## src/rtl/vga_frame_monitor.sv

```systemverilog
// Receive-side VGA checker: recovers pixel position from incoming syncs, checks line/frame timing,
// locks to the stream and reports a per-frame RGB checksum plus a single-pixel probe.
module vga_frame_monitor #(
  parameter int H_ACTIVE    = 640,
  parameter int H_FP        = 16,
  parameter int H_SYNC      = 96,
  parameter int H_BP        = 48,
  parameter int V_ACTIVE    = 480,
  parameter int V_FP        = 10,
  parameter int V_SYNC      = 2,
  parameter int V_BP        = 33,
  parameter int SYNC_LOW    = 1,
  parameter int LOCK_FRAMES = 2
) (
  input  logic        clk,
  input  logic        rst_n,
  input  logic        pix_en,
  input  logic        h_sync,
  input  logic        v_sync,
  input  logic [3:0]  red,
  input  logic [3:0]  green,
  input  logic [3:0]  blue,
  input  logic [9:0]  probe_x,
  input  logic [9:0]  probe_y,
  output logic        locked,
  output logic        video_on,
  output logic [9:0]  x_loc,
  output logic [9:0]  y_loc,
  output logic        frame_done,
  output logic [15:0] frame_sum,
  output logic [11:0] probe_rgb,
  output logic        h_err,
  output logic        v_err,
  output logic [7:0]  err_count
);

  localparam int H_TOTAL = H_ACTIVE + H_FP + H_SYNC + H_BP;
  localparam int V_TOTAL = V_ACTIVE + V_FP + V_SYNC + V_BP;

  localparam logic [10:0] H_TOTAL_L = 11'(H_TOTAL);
  localparam logic [10:0] V_TOTAL_L = 11'(V_TOTAL);
  localparam logic [9:0]  H_SYNC_L  = 10'(H_SYNC);
  localparam logic [9:0]  V_SYNC_L  = 10'(V_SYNC);
  localparam logic [9:0]  H_FIRST   = 10'(H_SYNC + H_BP);
  localparam logic [9:0]  H_LAST    = 10'(H_SYNC + H_BP + H_ACTIVE - 1);
  localparam logic [9:0]  V_FIRST   = 10'(V_SYNC + V_BP);
  localparam logic [9:0]  V_LAST    = 10'(V_SYNC + V_BP + V_ACTIVE - 1);
  localparam logic [9:0]  CNT_MAX   = 10'h3FF;
  localparam logic [7:0]  LOCK_GOAL = 8'(LOCK_FRAMES);
  localparam logic [7:0]  ERR_MAX   = 8'hFF;

  typedef enum logic [1:0] {
    SEARCH  = 2'd0,
    ACQUIRE = 2'd1,
    LOCKED  = 2'd2
  } state_t;

  state_t      state;
  state_t      state_nxt;

  logic        hs_act;
  logic        vs_act;
  logic        hs_prev;
  logic        vs_prev;
  logic        h_rise;
  logic        h_fall;
  logic        v_rise;
  logic        v_fall;

  logic [9:0]  h_cnt;
  logic [9:0]  v_cnt;
  logic [9:0]  h_cnt_nxt;
  logic [9:0]  v_cnt_nxt;
  logic [9:0]  x_nxt;
  logic [9:0]  y_nxt;
  logic        in_active;

  logic        checking;
  logic        h_bad;
  logic        v_bad;
  logic        any_err;

  logic [7:0]  good_cnt;
  logic        frame_bad;
  logic [15:0] acc;
  logic [11:0] pix_rgb;

  // Normalise both syncs to active-high so edge detection is polarity independent.
  assign hs_act  = (SYNC_LOW != 0) ? ~h_sync : h_sync;
  assign vs_act  = (SYNC_LOW != 0) ? ~v_sync : v_sync;
  assign pix_rgb = {red, green, blue};

  assign h_rise = pix_en &  hs_act & ~hs_prev;
  assign h_fall = pix_en & ~hs_act &  hs_prev;
  assign v_rise = pix_en &  vs_act & ~vs_prev;
  assign v_fall = pix_en & ~vs_act &  vs_prev;

  // Position of the current sample; saturating so a lost sync never wraps into a fake position.
  always_comb begin
    h_cnt_nxt = h_cnt;
    if (h_rise) begin
      h_cnt_nxt = '0;
    end else if (h_cnt != CNT_MAX) begin
      h_cnt_nxt = h_cnt + 10'd1;
    end

    v_cnt_nxt = v_cnt;
    if (v_rise) begin
      v_cnt_nxt = '0;
    end else if (h_rise && (v_cnt != CNT_MAX)) begin
      v_cnt_nxt = v_cnt + 10'd1;
    end
  end

  assign in_active = (h_cnt_nxt >= H_FIRST) && (h_cnt_nxt <= H_LAST) &&
                     (v_cnt_nxt >= V_FIRST) && (v_cnt_nxt <= V_LAST);
  assign x_nxt     = h_cnt_nxt - H_FIRST;
  assign y_nxt     = v_cnt_nxt - V_FIRST;

  // Sync widths are measured as the count reached on the deassert sample.
  assign checking = (state != SEARCH);
  assign h_bad    = checking &&
                    ((h_rise && (({1'b0, h_cnt} + 11'd1) != H_TOTAL_L)) ||
                     (h_fall && (h_cnt_nxt != H_SYNC_L)));
  assign v_bad    = checking &&
                    ((v_rise && (({1'b0, v_cnt} + 11'd1) != V_TOTAL_L)) ||
                     (v_fall && (v_cnt_nxt != V_SYNC_L)));
  assign any_err  = h_bad || v_bad;

  always_ff @(posedge clk or negedge rst_n) begin
    if (!rst_n) begin
      hs_prev <= 1'b0;
      vs_prev <= 1'b0;
      h_cnt   <= '0;
      v_cnt   <= '0;
    end else if (pix_en) begin
      hs_prev <= hs_act;
      vs_prev <= vs_act;
      h_cnt   <= h_cnt_nxt;
      v_cnt   <= v_cnt_nxt;
    end
  end

  always_ff @(posedge clk or negedge rst_n) begin
    if (!rst_n) begin
      state <= SEARCH;
    end else begin
      state <= state_nxt;
    end
  end

  // Locking is decided only at frame boundaries; any violation while locked drops straight back.
  always_comb begin
    state_nxt = state;
    case (state)
      SEARCH: begin
        if (v_rise) begin
          state_nxt = ACQUIRE;
        end
      end
      ACQUIRE: begin
        if (v_rise && !any_err && !frame_bad && (good_cnt == LOCK_GOAL)) begin
          state_nxt = LOCKED;
        end
      end
      LOCKED: begin
        if (any_err) begin
          state_nxt = SEARCH;
        end
      end
      default: state_nxt = SEARCH;
    endcase
  end

  always_comb begin
    locked = (state == LOCKED);
  end

  always_ff @(posedge clk or negedge rst_n) begin
    if (!rst_n) begin
      good_cnt  <= '0;
      frame_bad <= 1'b0;
    end else if (pix_en) begin
      if (v_rise) begin
        frame_bad <= 1'b0;
      end else if (any_err && (state == ACQUIRE)) begin
        frame_bad <= 1'b1;
      end

      if ((state == SEARCH) && v_rise) begin
        good_cnt <= '0;
      end else if (state == ACQUIRE) begin
        if (any_err || (v_rise && frame_bad)) begin
          good_cnt <= '0;
        end else if (v_rise && (good_cnt != LOCK_GOAL)) begin
          good_cnt <= good_cnt + 8'd1;
        end
      end
    end
  end

  always_ff @(posedge clk or negedge rst_n) begin
    if (!rst_n) begin
      h_err     <= 1'b0;
      v_err     <= 1'b0;
      err_count <= '0;
    end else begin
      h_err <= h_bad;
      v_err <= v_bad;
      if ((state == LOCKED) && any_err && (err_count != ERR_MAX)) begin
        err_count <= err_count + 8'd1;
      end
    end
  end

  always_ff @(posedge clk or negedge rst_n) begin
    if (!rst_n) begin
      video_on <= 1'b0;
      x_loc    <= '0;
      y_loc    <= '0;
    end else if (pix_en) begin
      video_on <= in_active;
      x_loc    <= in_active ? x_nxt : 10'd0;
      y_loc    <= in_active ? y_nxt : 10'd0;
    end
  end

  // A checksum is only published for frames that started while we were already tracking the stream.
  always_ff @(posedge clk or negedge rst_n) begin
    if (!rst_n) begin
      acc        <= '0;
      frame_sum  <= '0;
      frame_done <= 1'b0;
    end else begin
      frame_done <= 1'b0;
      if (pix_en) begin
        if (v_rise) begin
          acc <= '0;
          if (state != SEARCH) begin
            frame_sum  <= acc;
            frame_done <= 1'b1;
          end
        end else if (in_active) begin
          acc <= acc + {4'd0, pix_rgb};
        end
      end
    end
  end

  always_ff @(posedge clk or negedge rst_n) begin
    if (!rst_n) begin
      probe_rgb <= '0;
    end else if (pix_en && in_active && (x_nxt == probe_x) && (y_nxt == probe_y)) begin
      probe_rgb <= pix_rgb;
    end
  end

endmodule

```

## config.mk

```make
export PLATFORM = sky130hd
export DESIGN_NAME = vga_frame_monitor
export DESIGN_NICKNAME = d
export VERILOG_FILES = /design/src/rtl/vga_frame_monitor.sv
export SDC_FILE = /design/constraint.sdc
export NUM_CORES = 1
export LEC_CHECK = 0
export CORE_MARGIN = 4
export CORE_UTILIZATION = 55
export DETAILED_ROUTE_END_ITERATION = 10
export PLACE_DENSITY = 0.82
export SLEW_MARGIN = 10
export SYNTH_ARGS = -nofsm -noshare
export SYNTH_HDL_FRONTEND = slang
export SYNTH_SLANG_ARGS = --single-unit
export TNS_END_PERCENT = 20
```

## constraint.sdc

```tcl
create_clock -name clk -period 5.3 [get_ports clk]
set_clock_uncertainty 0.2 [all_clocks]
set_input_delay 1.06 -clock clk [delete_from_list [all_inputs] [get_ports clk]]
set_output_delay 1.06 -clock clk [all_outputs]
set_load 0.03 [all_outputs]
```

Yosys cells after proc, flatten, opt, wreduce, memory -nomap -nowiden
Index checks and enable logic that the tools add are counted.

Output and inout port bits: 61. Memory bits (writable): 0. ROM bits: 0. Flip-flop bits (word level): 109. Latch bits: 0. Bits of input ports: 37. Memories kept: 0.

Reductions and logical operators: 39. Bitwise operators: 12. Equal/unequal tests: 16. Shifts and indexed selects: 0. Add/sub/neg operators: 9. $mul: 0. Order comparisons: 4. Multiplexer cells: 21. Divide/modulo/power cells: 0.

Operators with widths (number): 2-to-1 mux 10 bit (6); 2-to-1 mux 16 bit (2); 2-to-1 mux 8 bit (4); adder 10 x 1 -> 11 bit, second input constant (2); logical AND 1 bit (22); inequality test 11 x 10 -> 1 bit, second input constant (2); adder 10 x 1 -> 10 bit, second input constant (2); equality test 10 bit (2); less-or-equal comparator 10 bit, second input constant (2); inequality test 10 bit, second input constant (2); adder 16 x 12 -> 16 bit (1); adder 8 x 1 -> 8 bit, second input constant (2); >= comparator 10 x 6 -> 1 bit, second input constant (1); >= comparator 10 x 8 -> 1 bit, second input constant (1); inequality test 10 x 2 -> 1 bit, second input constant (1); inequality test 10 x 7 -> 1 bit, second input constant (1); subtractor 10 x 6 -> 10 bit, second input constant (1); subtractor 10 x 8 -> 10 bit, second input constant (1); AND reduction 3 bit (3); AND 1 bit (8); equality test 8 x 2 -> 1 bit, second input constant (1); inequality test 8 x 2 -> 1 bit, second input constant (1); inequality test 8 bit, second input constant (1); nonzero test 2 bit (4); other kinds (13) (28).

Logic depth before layout (Yosys ltp)
Gate-level depths: netlist of run 1.

Word-level depth: 17. Depth in mapped cells: 17.

Worst setup path after synthesis of run 1
No wires, ideal clock.

Kind: input -> register. Start point: input port pix_en. End point: register probe_rgb[10]. Stages on the path: 17. Slack: 0.443 ns. Data arrival time: 4.532 ns. Path buffers: 3. Path through: buf_4 -> or3b_1 -> buf_2 -> a31oi_2 -> xnor2_1 -> and2_1 -> inv_1 -> ha_1 -> xor2_1 -> o211ai_1 -> nor4_1 -> o221ai_1 -> a2111oi_0 -> o2111ai_1 -> nor4_2 -> buf_6 -> mux2_4.

Cells in the longest elaborated chain, start to end: 11.

Ends and longest elaborated chain: start, declared (RTL line 17) `input logic pix_en,`; AND 1 bit (2 in series) (RTL line 93) `assign h_rise = pix_en & hs_act & ~hs_prev;`; logical AND 1 bit (RTL line 110) `end else if (h_rise && (v_cnt != CNT_MAX)) begin`; 2-to-1 mux 10 bit (RTL line 110); 2-to-1 mux 10 bit (*) (RTL line 108) `if (v_rise) begin`; via v_cnt_nxt[0] (RTL line 73) `logic [9:0] v_cnt_nxt;`; parallel branches: the longest is 5 deep, another holds subtractor 10 x 6 -> 10 bit; logical AND 1 bit (*) (RTL line 253) `end else if (pix_en && in_active && (x_nxt == probe_x) && (y_nxt == probe_y)) begin`; end signal, assigned (RTL line 254) `probe_rgb <= pix_rgb;`; end, declared (RTL line 31) `output logic [11:0] probe_rgb,`.

Mark *: on every way through the listed nets, which the timed path passes. A chain may end at the register's enable or synchronous reset.

Worst setup path in the final report of run 1
Start point: input port pix_en. End point: register probe_rgb[0].

The elaborated chain is that of the path after synthesis.

==> impl_metrics.py, run 1 <==
metrics = {
    "status": {
        "status": "finished clean",
    },
    "place": {
        "gp_congestion": 0.973,
        "hpwlAfterDp_um": 14400,
        "portBuffers": 97,
        "placed_cell_area_mm2": 0.00795,
    },
    "sta": {
        "finalCritPeriodShare_pct": 95.4,
        "period_minus_slack_ps": 5050,
        "rsz0062_at_grt": "no",
        "hold_violations": 0,
        "fmax_mhz": 198,
        "relSlewSlack_pct": 35.2,
        "holdWs_ps": 296,
        "worst_pin_slew_ps": 972,
        "finalMaxSlewViolations": 0,
        "setup-violations-final": 0,
    },
    "grt": {
        "grt_max_degree": 77,
        "grt_usage_pct": 28.5,
        "grt_antenna_before_repair": 0,
        "first_global_vias": 5988,
        "gr-total-overflow": 0,
        "grt_first_pass_wirelength_um": 32200,
    },
    "synth": {
        "synth_top_area_share_pct": 40.9,
        "synth_cell_type_count": 74,
        "synth-edff-count": 0,
        "syn_area_mm2": 0.00667,
        "yosysWarningCount": 0,
        "async_flop_share_pct": 100,
        "avgSynthCellArea_um2": 9.80,
        "synth_area_leaders": "dfrtp_1, ha_1, mux2_2, xnor2_1, nor2_1",
        "synth-seq-cells": 109,
        "yosysSeqAreaShare_pct": 40.9,
        "syn_inst": 680,
        "synthesis.nets": 741,
        "yosys.area.top_type": "dfrtp_1",
        "ys.flop_type": "dfrtp_1",
    },
    "routing": {
        "postRouteAntennaNets": 0,
        "drtIter0Drc": 574,
        "drc": 0,
        "wl_per_cell_um": 21.2,
        "routed_wl_um": 19800,
        "viasPerCell": 6.51,
        "vias": 6080,
        "first_pass_iters": 5,
    },
    "power": {
        "p_sw_w": 0.000845,
        "p_comb_share_pct": 29.9,
        "internal-power_w": 0.00154,
        "worst_ir_drop_vdd_mv": 0.247,
        "swShare_pct": 35.5,
        "finalPower_w": 0.00238,
        "p_leak_nw": 3.65,
        "pwr-share-clk_pct": 28.4,
        "power_frac_seq_pct": 41.7,
        "p_per_area_mw_per_mm2": 289,
    },
    "setup_path": {
        "critical_path_required_ps": 5340,
        "end_kind": "register",
        "path_class": "in2reg",
        "cp_max_fo": 12,
        "cp-start-kind": "input pin",
        "critical_path_arrival_ps": 5090,
        "reg2regPathDepth": 14,
    },
    "clock_tree": {
        "cts.repair.resized": 0,
        "ctsHtreeMaxLevel": 3,
        "clockBufferDepth": 2,
        "cts_tree": "built",
        "clk_latency_ps": 360,
        "clkTransAtPathRegs_ps": 70,
        "numCtsBuffers": 9,
        "cts_num_sinks": 109,
        "cts_setup_buffers": 0,
        "cts_hold_buffers": 0,
        "cts_root_buffer": "clkbuf_16",
    },
    "die": {
        "dieArea_mm2": 0.0139,
        "io_pins": 98,
        "die_h_um": 118,
        "die_x_um": 118,
        "rows": 39,
        "initial_core_util_pct": 57.2,
        "fp.coreArea_mm2": 0.0117,
    },
    "final_layout": {
        "nets": 847,
        "n_antenna_cell": 0,
        "area_growth_syn_to_layout_pct": 23.6,
        "regArea_mm2": 0.00273,
        "multiInputGateArea_mm2": 0.00368,
        "fillCellCount": 924,
        "drive_gt1_share_pct": 13.1,
        "finalInstanceArea_mm2": 0.00824,
    },
    "min_path": {
        "whs_path_depth": 1,
        "worst_hold_path_type": "reg2reg",
    },
    "flow_run": {
        "cap_violations": 0,
    },
}
-- registers in the layout, indices dropped and copies added (netlist names) --
name	count
frame_bad	1
y_loc	10
x_loc	10
acc	16
frame_sum	16
h_cnt	10
probe_rgb	12
video_on	1
vs_prev	1
h_err	1
hs_prev	1
v_cnt	10
frame_done	1
good_cnt	8
state	2
err_count	8
v_err	1
-- cells by family after synthesis --
kind of cell             count (synthesis)  synth area share [%]
AO/OA/AOI/OAI                          175                  18.3
XOR/XNOR                                42                  5.95
adder cells (fa/ha/maj)                 24                  4.62
buffers and inverters                   66                  4.04
flip-flops                             109                  40.9
multiplexers                            48                  8.43
AND/OR/NAND/NOR                        216                  17.7
-- synth_stat cells (4+ instances only) --
cell       instances
o221ai_1           4
nand2_1           37
o2bb2ai_1          7
or2_2              4
buf_1              4
nand4_1           22
o2111ai_1          4
and4_1            10
a22o_1            11
dfrtp_1          109
a31o_2             4
or3_1              9
a21oi_1           31
nor2_1            44
xor2_1            14
ha_1              23
and3_1            13
nand4b_1           4
mux2i_1           13
nor4_1             9
nand3_1           20
nor3_1            15
and2_1            11
xnor2_1           26
a21o_1             6
a211oi_1           6
a31oi_1           14
o22ai_1            4
mux2_4            10
nor2b_1            6
o21ai_0           28
o21a_1             9
o211ai_1           5
mux2_2            23
inv_1             25
o21bai_1           4
clkbuf_1          30
-- per-stage QoR --
step	std cells	worst slack (ps)	setup TNS (ps)	utilization [%]
after floorplan	680	443	0	-
after global placement	918	168	0	68.2
after detailed placement	918	-64.1	-437	68.2
after CTS	934	325	0	70.7
after global routing	934	91.4	0	70.7
final	934	246	0	70.7
-- critical path: stages --
cell and delay, ps:
clkdlybuf4s50_1 520, or3b_1 410, a31oi_2 200, buf_4 160, mux2i_1 320, ha_1 320
xor2_1 160, o211ai_1 100, nor4_1 250, o221ai_1 160, a2111oi_0 370, o2111ai_1 250
nor4_4 270, buf_12 200, mux2_1 330
-- path summary, 6_finish.rpt --
kind                                endpoint     start  slack (ps)
worst max-delay path            probe_rgb[0]    pix_en         250
worst min-delay path                video_on  video_on         300
worst max register to register  probe_rgb[0]  h_cnt[1]         400
worst min register to register      video_on  video_on         300
max in group asynchronous           y_loc[3]     rst_n        3160
min in group asynchronous           x_loc[8]     rst_n         630
-- cell usage in the layout (no fill, tap or decap), types with 5 or more instances in the layout --
| cell | Yosys | final |
|---|---|---|
| nand2_1 | 37 | 37 |
| a211oi_1 | 6 | 6 |
| a21oi_1 | 31 | 31 |
| mux2_2 | 23 | 23 |
| mux2_4 | 10 | 10 |
| nor3_1 | 15 | 14 |
| and2_1 | 11 | 11 |
| buf_4 | 1 | 37 |
| clkbuf_16 | 0 | 9 |
| nand3_1 | 20 | 20 |
| and3_1 | 13 | 13 |
| a21o_1 | 6 | 6 |
| o2bb2ai_1 | 7 | 7 |
| and4_1 | 10 | 10 |
| nor2b_1 | 6 | 6 |
| or3_1 | 9 | 9 |
| xnor2_1 | 26 | 26 |
| clkdlybuf4s50_1 | 0 | 96 |
| nand4_1 | 22 | 22 |
| dfrtp_1 | 109 | 109 |
| o21a_1 | 9 | 9 |
| o21ai_0 | 28 | 28 |
| inv_1 | 25 | 25 |
| o211ai_1 | 5 | 5 |
| a22o_1 | 11 | 11 |
| nor4_1 | 9 | 9 |
| mux2i_1 | 13 | 13 |
| a31oi_1 | 14 | 14 |
| ha_1 | 23 | 23 |
| xor2_1 | 14 | 14 |
| nor2_1 | 44 | 44 |
-- layout make-up --
type | count | area share (%)
Tap cell | 143 | 2.17
Sequential cell | 109 | 33.1
Clock buffer | 10 | 2.90
Clock inverter | 6 | 0.653
Inverter | 27 | 1.23
Multi-Input combinational cell | 505 | 44.7
Timing Repair Buffer | 134 | 15.3
-- layer usage --
| metal | share of wire, % | wire length, um | vias to the layer above | global-route usage, % |
|---|---|---|---|---|
| met3 | 7.1 | 1410 | 39 | 7.16 |
| met4 | 2.2 | 429 | 0 | 8.50 |
| li1 | - | - | 2747 | - |
| met2 | 48 | 9470 | 296 | 45.1 |
| met5 | 0 | 0 | - | 0 |
| met1 | 43 | 8500 | 2998 | 38.9 |
-- power groups by stage --
stage / Sequential (W) / Combinational, W / Clock [W]
floorplan: 0.000970 / 0.000470 / 0
detailed placement: 0.00101 / 0.000697 / 0
CTS: 0.000990 / 0.000703 / 0.000687
global placement: 0.00100 / 0.000685 / 0
finish: 0.000993 / 0.000712 / 0.000677
global route: 0.00100 / 0.000780 / 0.000722
Note: power is estimated with default switching activity, not from simulation.
==> run 2, diff against run 1 <==
- CELL_PAD_IN_SITES_DETAIL_PLACEMENT: not set -> 0
- CELL_PAD_IN_SITES_GLOBAL_PLACEMENT: not set -> 1
- CORE_UTILIZATION: 55 -> 43
==> impl_metrics.py, run 2 (synthesis gave the netlist of run 1 again) <==
metrics = {
    "status": {
        "status": "finished clean",
    },
    "power": {
        "internal-power_w": 0.00158,
        "p_sw_w": 0.000842,
        "pwr-share-clk_pct": 29.5,
        "swShare_pct": 34.8,
        "p_comb_share_pct": 29.5,
        "power_frac_seq_pct": 41.0,
        "p_leak_nw": 3.67,
        "worst_ir_drop_vdd_mv": 0.160,
        "p_per_area_mw_per_mm2": 290,
    },
    "sta": {
        "period_minus_slack_ps": 5030,
        "setup-tns-final_ps": 0,
        "setup-violations-final": 0,
        "finalMaxSlewViolations": 0,
        "hold_violations": 0,
        "relSlewSlack_pct": 39.9,
        "worst_slack_ps": 274,
        "rsz0062_at_grt": "no",
        "worst_pin_slew_ps": 893,
        "finalCritPeriodShare_pct": 94.8,
        "fmax_mhz": 199,
    },
    "clock_tree": {
        "cts_root_buffer": "clkbuf_16",
        "numCtsBuffers": 9,
        "ctsHtreeMaxLevel": 3,
        "clk_latency_ps": 360,
        "cts_hold_buffers": 0,
        "clockBufferDepth": 2,
        "clkTransAtPathRegs_ps": 70,
        "cts_num_sinks": 109,
        "cts_setup_buffers": 0,
        "cts_tree": "built",
    },
    "min_path": {
        "worst_hold_path_type": "reg2reg",
        "hp-start": "video_on",
        "hold_end": "video_on",
        "whs_path_depth": 1,
    },
    "routing": {
        "wl_per_cell_um": 19.5,
        "viasPerCell": 6.00,
        "first_pass_iters": 5,
        "routed_wl_um": 19200,
        "drc": 0,
        "drtIter0Drc": 565,
        "postRouteAntennaNets": 0,
        "vias": 5888,
    },
    "setup_path": {
        "slowest_stage": "clkdlybuf4s50_1",
        "cp-startpoint": "pix_en",
        "critPathMaxStageDelay_ps": 540,
        "rrSetupSlack_ps": 570,
        "reg2reg_to": "probe_rgb[0]",
        "critical_path_required_ps": 5340,
        "end_kind": "register",
        "crit_path_cell_trace": "clkdlybuf4s50_1 -> or3b_1 -> a31oi_2 -> xnor2_1 -> and2_1 -> inv_1 -> ha_1 -> xor2_1 -> o211ai_1 -> nor4_1 -> o221ai_1 -> a2111oi_0 -> o2111ai_1 -> nor4_4 -> buf_12 -> mux2_1",
        "critical_path_arrival_ps": 5070,
        "r2r_start": "h_cnt[0]",
        "cp_max_fo": 12,
        "reg2regPathDepth": 14,
        "critPathTopFamily": "simple AND/OR/NAND/NOR gates",
        "critPathBufInv": 3,
        "path_class": "in2reg",
        "cp-start-kind": "input pin",
    },
    "die": {
        "initial_core_util_pct": 43.9,
        "dieArea_mm2": 0.0176,
        "rows": 45,
        "io_pins": 98,
        "fp.coreArea_mm2": 0.0152,
        "die_x_um": 133,
        "die_h_um": 133,
    },
    "final_layout": {
        "mostFrequentLayoutCells": "dfrtp_1, clkdlybuf4s50_1, nor2_1",
        "nets": 849,
        "regArea_mm2": 0.00273,
        "multiInputGateArea_mm2": 0.00369,
        "largestRegisters": "acc (16), frame_sum (16), probe_rgb (12)",
        "n_antenna_cell": 0,
        "area_growth_syn_to_layout_pct": 25.0,
        "drive_gt1_share_pct": 13.5,
        "final_common_cell": "dfrtp_1",
        "fillCellCount": 1336,
    },
    "grt": {
        "grt_antenna_before_repair": 0,
        "first_global_vias": 6021,
        "gr-total-overflow": 0,
        "grt_max_degree": 54,
        "grt_first_pass_wirelength_um": 31900,
        "grt_usage_pct": 22.1,
    },
    "place": {
        "hpwlAfterDp_um": 14300,
        "dp_worst_setup_slack_ps": -207,
        "gp_congestion": 0.907,
        "portBuffers": 97,
    },
    "flow_run": {
        "cap_violations": 0,
    },
}
==> run 2: cell types whose count changed in the layout (fill, tap and decap cells not counted), moves of 2 or more <==
cell / delta
inv_6: -2
clkinv_4: -2
buf_4: +2
inv_8: +2
clkinv_2: +2
==> run 2: per-stage QoR <==
stage	hold slack (ps)	power (W)	area (um^2)	cells	utilization, %
CTS	294	0.00242	8330	981	54.8
global route	312	0.00255	8330	981	54.8
global placement	266	0.00170	8020	965	52.8
finish	290	0.00242	8330	981	54.8
floorplan	266	0.00144	6670	680	-
detailed placement	272	0.00171	8020	965	52.8
==> run 2: how the worst max path moves through the flow <==
stage / depth (start not counted) / end / slack (ps)
floorplan: 17 / probe_rgb[10] / 440
global placement: 16 / probe_rgb[1] / -80
detailed placement: 16 / probe_rgb[0] / -210
CTS: 16 / probe_rgb[0] / 170
global route: 16 / probe_rgb[0] / 20
finish: 16 / probe_rgb[0] / 270
==> run 2: routing by layer <==
layer / vias to the layer above / track usage (%) / wire [um]
met5: - / 0 / 0
met4: 0 / 8.03 / 449
met3: 31 / 3.84 / 1080
met2: 222 / 35.2 / 9030
met1: 2870 / 30.6 / 8590
li1: 2765 / - / -
==> run 2: power by group through the flow <==
stage	clock [W]	combinational (W)	sequential [W]
6_report	0.000713	0.000714	0.000992
5_1_grt	0.000758	0.000788	0.00101
4_1_cts	0.000727	0.000708	0.000989
3_5_place_dp	0	0.000702	0.00101
3_3_place_gp	0	0.000697	0.00100
2_1_floorplan	0	0.000470	0.000970
==> run 2: area by class of cell <==
cell class	instances	area share [%]
clock inverters	7	0.976
repair buffers	136	15.3
flip-flops and latches	109	32.7
inverters	27	1.22
well taps	188	2.82
clock buffers	9	2.70
multi-input cells	505	44.3
==> run 2: what timing repair did <==
action                                 CTS  global route
setup endpoints to repair                0            13
resized for setup                        0             1
endpoints found under the hold margin    0             0
==> patch (flow settings as in run 2) <==
The parameter `SYNC_LOW` goes from 1 to 0.
--- a/src/rtl/vga_frame_monitor.sv
+++ b/src/rtl/vga_frame_monitor.sv
@@ -9,7 +9,7 @@
   parameter int V_FP        = 10,
   parameter int V_SYNC      = 2,
   parameter int V_BP        = 33,
-  parameter int SYNC_LOW    = 1,
+  parameter int SYNC_LOW    = 0,
   parameter int LOCK_FRAMES = 2
 ) (
   input  logic        clk,
Function: changed (a bounded check fails within 4 cycles, from zero or initial values and one cycle with rst_n low).
==> patch against run 2 <==
Synthesized area rose by 1.8%; sequential share of layout area increased by 0.32 points; critical path depth is 2 lower; non-clock buffer count is 25 lower; power rose by 8.8%; worst setup slack better by 0.36 ns; sequential cell count unchanged; synthesized cell count up 5.4%; design area shrank 0.98%; routed wire length fell by 3.3%; highest routed layer unchanged.
==> patch: results (changes against run 2) <==
Avg WL per Cell=18.1 um (-7.1%); ys flop type=dfrtp_1; first-pass GRT wire length=29.9 mm (-6.0%); Post-CTS Setup Inserts=0 (unchanged); Hold/Removal Path Class=reg -> reg; Synth Area in XOR/XNOR=6.23% (+0.28 points); Area contributors post-synth=dfrtp_1 40%, nand2_1 4.5%, xnor2_1 4.4%; Routed WL=18.5 mm (-3.3%); Worst EP arrival=4.70 ns (-0.37 ns); post-synthesis compound-gate area fraction=18.5% (+0.19 points); status=finished, final reports clean; Overall Global Routing Usage=20.7% (-1.4 points); post-synthesis mux area share=5.09% (-3.3 points); CTS Buffer Depth=2 (unchanged); Leakage=3.58 nW (-2.6%); CP max stage delay=0.59 ns (+0.05 ns); latest clock arrival within the worst-skew pair=0.35 ns; vias in the first global route=5692 (-5.5%); antenna fix cells=0 (unchanged); Root Driver=clkbuf_16; register area share after synthesis=40.2% (-0.72 points); Iteration-0 DRC Markers=478 (-15%); hpwl dp=13.9 mm (-2.4%); syn nets=778 (+5.0%); Final nets=866 (+2.0%); Yosys warning count=0 (unchanged); Post-Synthesis Cells=717 (+5.4%); Least-Margin Pin Slew=0.975 ns (+0.0819 ns); Async S/R FF share, synth=100% (unchanged); biggest regs=acc: 16 flops, frame_sum: 16 flops, probe_rgb: 12 flops; synthesized-area fraction occupied by adder cells=4.54% (-0.082 points); Worst R2R Path Depth=15 (+1); GP Congestion=0.966 (+6.6%); initial antenna violation count=0 (unchanged); vias per cell=5.76 (-4.0%); Layout fillers=1408 (+5.4%); commonest cells in the synthesized netlist=109 x dfrtp_1, 82 x nand2_1, 52 x nor2_1; Port-buffer cells=97 (unchanged); DR pass1 iterations=5 (unchanged); CP Max Fanout=12 (unchanged); hold path depth=2 (+1); proportion of layout cells with a drive suffix above 1=10.1% (-3.4 points); peak supply drop=0.171 mV (+6.7%); PostCTS Resize Cnt=0 (unchanged); Yosys cell types=88 (+19%); largest net degree at the start of global routing=77 (+43%); Worst-path clk slew=0.07 ns (about the same); deepest level of the CTS H-tree=3 (unchanged); critical path's slowest cell=clkdlybuf4s50_1
-- patch: cell count changes after synthesis, moves of 8 or more --
cell | run 2 | this run
mux2_2 | 23 | 7
buf_2 | 2 | 14
a31oi_1 | 14 | 5
nand4_1 | 22 | 10
clkbuf_1 | 30 | 14
o2bb2ai_1 | 7 | 18
nor2_1 | 44 | 52
xnor2_1 | 26 | 34
nand2_1 | 37 | 82
a21oi_1 | 31 | 39
nand2b_1 | 1 | 10
-- patch: power by group --
group / total [mW] / switching [mW] / internal (mW)
sequential: 1.06 / 0.122 / 0.934
clock: 0.648 / 0.322 / 0.326
combinational: 0.929 / 0.543 / 0.386
total: 2.63 / 0.987 / 1.65
-- patch: through the flow --
stage          total power [mW]  hold WS [ns]  setup slack, ns  area, um^2  utilization (%)
2_1_floorplan              1.67         0.238            0.691        6790                -
3_3_place_gp               1.97         0.258            0.431        7980             52.1
3_5_place_dp               1.99         0.263            0.294        7980             52.1
4_1_cts                    2.66         0.278            0.660        8250             53.9
5_1_grt                    2.79         0.302            0.408        8250             53.9
6_report                   2.63         0.273            0.638        8250             53.9
-- patch: path summary, 6_finish.rpt --
path | startpoint | endpoint | slack [ns]
worst min-delay path | frame_sum[3] | frame_sum[3] | 0.27
min in group asynchronous | rst_n | y_loc[9] | 0.67
worst max-delay path | h_sync | probe_rgb[9] | 0.64
max in group asynchronous | rst_n | err_count[7] | 3.21
worst min register to register | frame_sum[3] | frame_sum[3] | 0.27
worst max register to register | h_cnt[0] | probe_rgb[9] | 0.80
-- patch: metal layers --
layer	wire length, um	global-route usage [%]	vias to the layer above
li1	-	-	2781
met1	8550	29.3	2851
met2	8470	32.5	221
met3	1100	3.78	28
met4	409	6.46	0
met5	0	0	-
-- patch: layout make-up --
type	count	area, um^2	share of cell area, %
multi-input combinational	542	3790	45.9
sequential	109	2730	33.1
timing repair buffer	111	1070	13.0
tap	211	264	3.20
clock buffer	11	233	2.82
inverter	32	120	1.46
clock inverter	5	42.5	0.516
-- patch: worst max-delay path, delay by kind of cell --
family / cells / cell delay [ns]
buf+inv: 3 / 0.96
xor+xnor: 1 / 0.32
mux: 2 / 0.65
simple gates: 4 / 0.70
compound gates: 3 / 0.76
fa+ha+maj: 1 / 0.23
-- patch: logic make-up after synthesis --
family,count (synthesis)
multiplexers,28
adder cells (fa/ha/maj),24
XOR/XNOR,45
AO/OA/AOI/OAI,176
flip-flops,109
buffers and inverters,66
AND/OR/NAND/NOR,269
